$ cat config.mk
export PLATFORM = sky130hd
export DESIGN_NAME = wav_sample_mixer
export DESIGN_NICKNAME = d
export VERILOG_FILES = /design/src/rtl/wav_sample_mixer.sv
export SDC_FILE = /design/constraint.sdc
export NUM_CORES = 2
export LEC_CHECK = 0
export ABC_CLOCK_PERIOD_IN_PS = 16800
export CAP_MARGIN = 15
export CORE_ASPECT_RATIO = 1.5
export CORE_MARGIN = 2
export CORE_UTILIZATION = 35
export DETAILED_ROUTE_END_ITERATION = 10
export HOLD_SLACK_MARGIN = 0.08
export PLACE_DENSITY = 0.51
export REMOVE_ABC_BUFFERS = 1
export SKIP_LAST_GASP = 1
export SLEW_MARGIN = 5
export SYNTH_ARGS = -nofsm -noshare
export SYNTH_HDL_FRONTEND = slang
export SYNTH_SLANG_ARGS = --single-unit
export TNS_END_PERCENT = 100
$ cat constraint.sdc
create_clock -name I_CLK -period 16.8 [get_ports I_CLK]
set_clock_uncertainty 0.2 [all_clocks]
set_input_delay 2.52 -clock I_CLK [delete_from_list [all_inputs] [get_ports I_CLK]]
set_output_delay 2.52 -clock I_CLK [all_outputs]
set_load 0.1 [all_outputs]
$ cat src/rtl/wav_sample_mixer.sv
// Multi-channel wave ROM sample player: one arbitrated ROM port, per-channel volume,
// scaled sum saturated to a signed output at a programmable sample rate.
//
// state | meaning
// IDLE  | waiting for a sample-rate tick
// SCAN  | visit channel ch; fetch its sample from ROM when active
// MAC   | accumulate data*vol, advance ch pointer/remaining count
// OUT   | saturate accumulator to O_SND, pulse O_SAMPLE_TICK
module wav_sample_mixer #(
  parameter int CHANNELS = 8,
  parameter int ADDR_W   = 16,
  parameter int DATA_W   = 16,
  parameter int LEN_W    = 16,
  parameter int DIV_W    = 12,
  localparam int CH_W    = (CHANNELS > 1) ? $clog2(CHANNELS) : 1
) (
  input  logic              I_CLK,
  input  logic              I_RSTn,
  input  logic [DIV_W-1:0]  I_DIV,
  input  logic              I_CMD_VALID,
  input  logic [CH_W-1:0]   I_CMD_CHAN,
  input  logic              I_CMD_OP,
  input  logic [ADDR_W-1:0] I_CMD_ADDR,
  input  logic [LEN_W-1:0]  I_CMD_LEN,
  input  logic [7:0]        I_CMD_VOL,
  input  logic              I_CMD_LOOP,
  output logic              O_ROM_REQ,
  output logic [ADDR_W-1:0] O_ROM_ADDR,
  input  logic              I_ROM_ACK,
  input  logic [DATA_W-1:0] I_ROM_DATA,
  output logic [DATA_W-1:0] O_SND,
  output logic [CHANNELS-1:0] O_ACTIVE,
  output logic              O_SAMPLE_TICK,
  output logic              O_OVERRUN
);

  localparam int ACC_W = DATA_W + 9 + CH_W;
  localparam logic signed [ACC_W-1:0] SAT_MAX = {{(ACC_W-DATA_W+1){1'b0}}, {(DATA_W-1){1'b1}}};
  localparam logic signed [ACC_W-1:0] SAT_MIN = {{(ACC_W-DATA_W+1){1'b1}}, {(DATA_W-1){1'b0}}};

  typedef enum logic [1:0] {S_IDLE, S_SCAN, S_MAC, S_OUT} state_t;

  state_t                    state;
  logic [CH_W-1:0]           ch;
  logic                      last_ch;
  logic [DIV_W-1:0]          div_cnt;
  logic [DIV_W-1:0]          div_lim;
  logic                      tick;
  logic signed [DATA_W-1:0]  data_q;
  logic signed [ACC_W-1:0]   acc;
  logic signed [ACC_W-1:0]   acc_next;
  logic signed [ACC_W-1:0]   acc_sh;
  logic signed [DATA_W+8:0]  prod;
  logic [DATA_W-1:0]         snd_sat;
  logic [CHANNELS-1:0]       cmd_hit;

  logic [ADDR_W-1:0] start_r [CHANNELS];
  logic [ADDR_W-1:0] ptr_r   [CHANNELS];
  logic [LEN_W-1:0]  rem_r   [CHANNELS];
  logic [LEN_W-1:0]  len_r   [CHANNELS];
  logic [7:0]        vol_r   [CHANNELS];
  logic [CHANNELS-1:0] loop_r;
  logic [CHANNELS-1:0] active_r;

  assign div_lim = (I_DIV == '0) ? DIV_W'(1) : I_DIV;
  assign tick    = (div_cnt >= div_lim - DIV_W'(1));
  assign last_ch = (ch == CH_W'(CHANNELS - 1));

  assign prod     = $signed({{9{data_q[DATA_W-1]}}, data_q}) * $signed({{DATA_W{1'b0}}, vol_r[ch]});
  assign acc_next = acc + $signed({{CH_W{prod[DATA_W+8]}}, prod});
  assign acc_sh   = acc >>> 8;

  always_comb begin
    if (acc_sh > SAT_MAX)      snd_sat = SAT_MAX[DATA_W-1:0];
    else if (acc_sh < SAT_MIN) snd_sat = SAT_MIN[DATA_W-1:0];
    else                       snd_sat = acc_sh[DATA_W-1:0];
  end

  // A start with zero length is a no-op, so it must not mask the MAC update either.
  always_comb begin
    cmd_hit = '0;
    for (int i = 0; i < CHANNELS; i++)
      cmd_hit[i] = I_CMD_VALID && (I_CMD_CHAN == CH_W'(i)) && (!I_CMD_OP || (I_CMD_LEN != '0));
  end

  assign O_ROM_REQ  = (state == S_SCAN) && active_r[ch];
  assign O_ROM_ADDR = (state == S_SCAN) ? ptr_r[ch] : '0;
  assign O_ACTIVE   = active_r;

  always_ff @(posedge I_CLK or negedge I_RSTn) begin
    if (!I_RSTn) begin
      for (int i = 0; i < CHANNELS; i++) begin
        start_r[i] <= '0;
        ptr_r[i]   <= '0;
        rem_r[i]   <= '0;
        len_r[i]   <= '0;
        vol_r[i]   <= '0;
      end
      loop_r   <= '0;
      active_r <= '0;
    end else begin
      for (int i = 0; i < CHANNELS; i++) begin
        if (cmd_hit[i]) begin
          if (I_CMD_OP) begin
            start_r[i]  <= I_CMD_ADDR;
            ptr_r[i]    <= I_CMD_ADDR;
            rem_r[i]    <= I_CMD_LEN;
            len_r[i]    <= I_CMD_LEN;
            vol_r[i]    <= I_CMD_VOL;
            loop_r[i]   <= I_CMD_LOOP;
            active_r[i] <= 1'b1;
          end else begin
            active_r[i] <= 1'b0;
          end
        end else if ((state == S_MAC) && (ch == CH_W'(i))) begin
          if (rem_r[i] == LEN_W'(1) && loop_r[i]) begin
            ptr_r[i] <= start_r[i];
            rem_r[i] <= len_r[i];
          end else begin
            ptr_r[i] <= ptr_r[i] + 1'b1;
            rem_r[i] <= rem_r[i] - 1'b1;
            if (rem_r[i] == LEN_W'(1)) active_r[i] <= 1'b0;
          end
        end
      end
    end
  end

  always_ff @(posedge I_CLK or negedge I_RSTn) begin
    if (!I_RSTn) begin
      state         <= S_IDLE;
      ch            <= '0;
      div_cnt       <= '0;
      data_q        <= '0;
      acc           <= '0;
      O_SND         <= '0;
      O_SAMPLE_TICK <= 1'b0;
      O_OVERRUN     <= 1'b0;
    end else begin
      div_cnt       <= tick ? '0 : div_cnt + 1'b1;
      O_SAMPLE_TICK <= 1'b0;
      if (tick && (state != S_IDLE)) O_OVERRUN <= 1'b1;
      case (state)
        S_IDLE: begin
          if (tick) begin
            acc   <= '0;
            ch    <= '0;
            state <= S_SCAN;
          end
        end
        S_SCAN: begin
          if (!active_r[ch]) begin
            if (last_ch) state <= S_OUT;
            else         ch    <= ch + 1'b1;
          end else if (I_ROM_ACK) begin
            data_q <= I_ROM_DATA;
            state  <= S_MAC;
          end
        end
        S_MAC: begin
          acc <= acc_next;
          if (last_ch) begin
            state <= S_OUT;
          end else begin
            ch    <= ch + 1'b1;
            state <= S_SCAN;
          end
        end
        S_OUT: begin
          O_SND         <= snd_sat;
          O_SAMPLE_TICK <= 1'b1;
          state         <= S_IDLE;
        end
        default: state <= S_IDLE;
      endcase
    end
  end

endmodule

Yosys cells after proc, flatten, opt, wreduce, memory -nomap -nowiden
Index checks and enable logic that the tools add are counted.
{"block": "totals", "latchBits": 0, "ram_bits": 0, "inputBits": 77, "n_memories": 0, "word_cells": 333, "rom_bits": 0, "register_bits": 671, "output_inout_bits": 43}
{"block": "op_classes", "reduce_logical": 88, "addsub": 20, "n_mux": 109, "multipliers": 1, "n_eq_ne": 45, "n_lt_le_gt_ge": 5, "n_shift": 0, "div_mod_pow": 0, "n_bitwise": 1}
{"cell": "16-bit two-way mux", "n": 55}
{"cell": "16-bit by 1-bit adder with 16-bit output (second input constant)", "n": 8}
{"cell": "16-bit by 1-bit == test with 1-bit output (second input constant)", "n": 8}
{"cell": "16-bit by 1-bit subtractor with 16-bit output (second input constant)", "n": 8}
{"cell": "28-bit case mux with 2 select lines", "n": 1}
{"cell": "16-bit binary-select mux with 3-bit select", "n": 1}
{"cell": "2-bit inequality test (second input constant)", "n": 18}
{"cell": "2-bit nonzero test", "n": 18}
{"cell": "1-bit two-way mux", "n": 35}
{"cell": "1-bit logical AND", "n": 34}
{"cell": "2-bit AND reduction", "n": 17}
{"cell": "3-bit AND reduction", "n": 11}
{"cell": "28-bit by 25-bit adder with 28-bit output", "n": 1}
{"cell": "28-bit two-way mux", "n": 1}
{"cell": "16-bit by 9-bit multiplier with 25-bit output", "n": 1}
{"cell": "8-bit binary-select mux with 3-bit select", "n": 1}
{"cell": "3-bit == test (second input constant)", "n": 8}
{"cell": "12-bit two-way mux", "n": 2}
{"cell": "20-bit by 16-bit > comparator with 1-bit output (second input constant)", "n": 1}
{"cell": "20-bit by 16-bit less-than comparator with 1-bit output (second input constant)", "n": 1}
{"cell": "8-bit two-way mux", "n": 2}
{"cell": "16-bit nonzero test", "n": 1}
{"cell": "12-bit by 1-bit adder with 12-bit output (second input constant)", "n": 1}
{"cell": "3-bit by 2-bit == test with 1-bit output (second input constant)", "n": 4}
{"cell": "other kinds (22)", "n": 31}

Longest topological paths before layout
{"block": "logic_depth", "word_depth": 7, "ltp_mapped": 26}

Worst setup path before layout
OpenSTA, ideal clock, no wires.
{"block": "synth_timing", "path_kind": "reg2reg", "from": "reg ch[0]", "to": "reg acc[25]", "arrival_time_ps": 6613, "path_buffers": 3, "stages_incl_launch_ff": 22, "slack_ps": 9891, "path_cell_list": "dfrtp_1 buf_2 buf_2 mux4_2 mux2i_1 clkbuf_1 nor2b_1 fa_1 fa_1 fa_1 fa_1 inv_1 fa_1 inv_1 ha_1 and2_1 a32o_1 nor3_1 a21oi_1 or4_1 and3_1 o31ai_1"}
{"block": "synth_via", "elab_chain_len": 7}
{"element": "start: declaration", "line": "44", "source": "logic [CH_W-1:0] ch;"}
{"element": "start signal: assignment", "line": "154", "source": "else ch <= ch + 1'b1;"}
{"element": "start signal: assignment", "line": "165", "source": "ch <= ch + 1'b1;"}
{"element": "3-bit inverter with 4-bit output (not written as such)", "line": "69", "source": "assign prod = $signed({{9{data_q[DATA_W-1]}}, data_q}) * $signed({{DATA_W{1'b0}}, vol_r[ch]});"}
{"element": "8-bit binary-select mux with 3-bit select", "line": "69"}
{"element": "8-bit two-way mux (not written as such) (2 in a row)", "line": "69"}
{"element": "16-bit by 9-bit multiplier with 25-bit output", "line": "69"}
{"element": "28-bit by 25-bit adder with 28-bit output", "line": "70", "source": "assign acc_next = acc + $signed({{CH_W{prod[DATA_W+8]}}, prod});"}
{"element": "28-bit case mux with 2 select lines", "line": "143", "source": "case (state)"}
{"element": "end signal: assignment", "line": "161", "source": "acc <= acc_next;"}
{"element": "end: declaration", "line": "50", "source": "logic signed [ACC_W-1:0] acc;"}
Every way passes these cells. The select of a mux whose other input is x is not followed.
A chain may end at the register's enable or synchronous reset.

Final worst setup path
{"block": "layout_timing", "from": "reg ch[1]", "to": "reg acc[27]"}
Same word-level chain as after synthesis.

==> key figures <==
Layout
  – Layout area overhead: 12.7%
  – Nets: 5,275
  – Fraction of layout cells with a size suffix above 1: 0.0713
  – Fillcell total: 12,400

Floorplanning
  – CORE AREA: 120,000 um2
  – Die area: 124,000 um2
  – Die X: 288 um
  – Die Ht: 430 um
  – Site row count: 156
  – I/O pin total: 120
  – Initial Utilization: 0.352

Synth
  – Synth Warn #: 0
  – Asr flop ratio synth: 1.00
  – Post-synth EDFFs: 0
  – Top_reg_cell synth: dfrtp_1
  – Synthesized instance count: 4,984
  – Synthesized area: 42,300 um2
  – Netlist cell types: 85
  – Seq cells post-synth: 671
  – Register area share after synthesis: 0.397
  – Mean Syn Cell Area: 8.48 um2

Place
  – Gpl congestion: 0.876
  – Port bufs: 119
  – Worst slack, placed: 9.23 ns
  – Detailed Place HPWL: 92.4 mm

Timing
  – Max Clk Rate: 132 MHz
  – Crit share post-route: 0.450
  – Max_slew headroom: 0.239
  – Final setup vio count: 0
  – Final TNS setup: 0 ns
  – Final Critical Period: 7.56 ns
  – Final worst slack: 9.24 ns
  – RSZ-0062 raised after global routing: false
  – Final hold violation count: 0
  – Slew @ Worst Pin: 1.14 ns
  – Fin. max-slew vios: 0

Hold path
  – Hold crit path type: reg2reg
  – Min-Delay Path Depth: 2

Setup path
  – Startpoint Class: register
  – Crit Path Max Fanout: 53
  – Worst setup EP type: register
  – R2R depth: 23
  – Path type of the worst setup path: reg2reg
  – WP data arrival: 7.93 ns
  – Worst Path Required: 17.17 ns

Global routing
  – Vias in the first global route: 35,200
  – Global-route wire length before repair: 214 mm
  – Global route overflow: 0
  – Initial antenna violation count: 2
  – Global-route usage over all layers: 0.224
  – Pin count of the biggest net entering global routing: 157

CTS
  – CTS Sinks: 671
  – Post-CTS sizing: 0
  – Worst-path clk slew: 0.06 ns
  – Total CTS buffers: 78
  – CTS tree: done
  – Setup Buffers After CTS: 0
  – H-tree depth: 3
  – # hold bufs at CTS: 0
  – Clk buf depth: 3
  – Clk Latency, worst-skew pair: 0.69 ns
  – Root Driver: clkbuf_16

Routing
  – Vias per inst: 5.30
  – Drt first pass iters: 8
  – DR iter-0 viols: 2,019
  – Final wirelength: 137 mm
  – Vias: 35,000
  – Drt wl/cell: 20.8 um
  – Drc violations: 0
  – Detail Route Antenna Nets: 0

Outcome
  – Status: finished, final reports clean

Flow run
  – Max-cap violation count: 0
## synthesized netlist by cell type (22+ instances only)
cell | count | area share
a31oi_1 | 39 | 0.0058
mux2_2 | 33 | 0.0088
mux4_2 | 50 | 0.027
nand4_1 | 34 | 0.0050
fa_1 | 128 | 0.061
nand3_1 | 101 | 0.012
ha_1 | 109 | 0.032
o211ai_1 | 69 | 0.012
nor4_1 | 28 | 0.0041
buf_1 | 24 | 0.0021
nand2_1 | 1360 | 0.12
clkbuf_1 | 197 | 0.017
nand2b_1 | 27 | 0.0040
dfrtp_1 | 671 | 0.40
and2_1 | 22 | 0.0033
nor2b_1 | 80 | 0.012
o21ai_0 | 164 | 0.019
mux2i_1 | 34 | 0.0080
nor2_1 | 377 | 0.033
a21o_1 | 51 | 0.0091
a21oi_1 | 278 | 0.033
a22oi_1 | 29 | 0.0051
a211oi_1 | 128 | 0.023
nor3_1 | 57 | 0.0067
inv_1 | 268 | 0.024
o22ai_1 | 34 | 0.0050
or3_1 | 27 | 0.0040
xnor2_1 | 120 | 0.025
buf_2 | 82 | 0.0097
xor2_1 | 123 | 0.025
and3_1 | 38 | 0.0056
## per-layer routing
layer | up-vias | share of wire | GRT usage
met5 | - | 0.000073 | 0
met2 | 762 | 0.49 | 0.386
met1 | 17400 | 0.43 | 0.283
met4 | 2 | 0.043 | 0.0978
met3 | 216 | 0.038 | 0.0231
li1 | 16600 | - | -
## cell usage in the layout (no fill, tap or decap), types with 38 or more instances in the layout
cell	instances
nand2_1	1358
dfrtp_1	669
nor2_1	376
a21oi_1	278
inv_1	268
o21ai_0	164
a211oi_1	128
fa_1	128
xor2_1	123
xnor2_1	120
clkdlybuf4s50_1	117
ha_1	109
nand3_1	98
buf_4	86
nor2b_1	80
clkbuf_16	78
o211ai_1	69
nor3_1	57
a21o_1	51
mux4_2	50
and3_1	38
a31oi_1	38
## flip-flops by register name, summed over array words and instances (netlist names)
register       cells
len_r            128
ptr_r            128
rem_r            128
start_r          128
vol_r             64
acc               28
O_SND             16
data_q            16
div_cnt           12
O_ACTIVE           8
loop_r             8
ch                 3
state              2
O_OVERRUN          1
O_SAMPLE_TICK      1
## path summary, 6_finish.rpt
check | from | slack [ns] | endpoint
worst max-delay path | ch[1] | 9.24 | acc[27]
worst min-delay path | vol_r[33] | 0.27 | vol_r[33]
worst max register to register | ch[1] | 9.24 | acc[27]
worst min register to register | vol_r[33] | 0.27 | vol_r[33]
max in group asynchronous | I_RSTn | 11.70 | len_r[39]
min in group asynchronous | I_RSTn | 1.66 | rem_r[78]
## critical path: stages (launching register included)
cell	delay [ns]
dfrtp_2	0.34
buf_4	0.60
mux4_2	0.36
nand2_1	0.05
nand2_1	0.46
nand2_1	0.23
fa_1	0.74
inv_1	0.10
fa_1	0.52
inv_1	0.13
fa_1	0.51
inv_1	0.06
fa_1	0.52
inv_1	0.05
fa_1	0.48
inv_1	0.05
ha_1	0.42
nand2_1	0.13
o21ai_0	0.52
a21oi_1	0.13
and3_1	0.21
a221oi_1	0.38
nand3b_1	0.12
o211ai_1	0.12
## metrics by stage
step	cell area (um2)	utilization	std cells	hold WS (ns)
2_1_floorplan	41000	-	4672	0.240
3_3_place_gp	44900	0.373	6458	0.253
3_5_place_dp	44900	0.373	6458	0.259
4_1_cts	47600	0.396	6599	0.274
5_1_grt	47700	0.396	6602	0.290
6_report	47700	0.397	6603	0.271
## logic make-up after synthesis
| family | after synthesis | share of synthesized area |
|---|---|---|
| and+or+nand+nor | 2216 | 0.224 |
| adders and majority gates | 237 | 0.0929 |
| xor gates and xnor gates | 243 | 0.0503 |
| muxes | 117 | 0.0435 |
| buffers and inverters | 581 | 0.0548 |
| DFF | 671 | 0.397 |
| AOI/OAI and AO/OA | 919 | 0.138 |
## layout make-up
cell class                 count  area [um2]  area share
clock buffer                 107        2220      0.0466
clock inverter                34         524      0.0110
sequential                   671       16800       0.352
antenna                        1        2.50   0.0000525
inverter                     269        1010      0.0212
multi-input combinational   3732       23200       0.487
timing repair buffer         209        1910      0.0401
tap                         1580        1980      0.0415
Power is not shown: default switching activity piles up to over one toggle a cycle in this logic, so the estimate is an artifact.
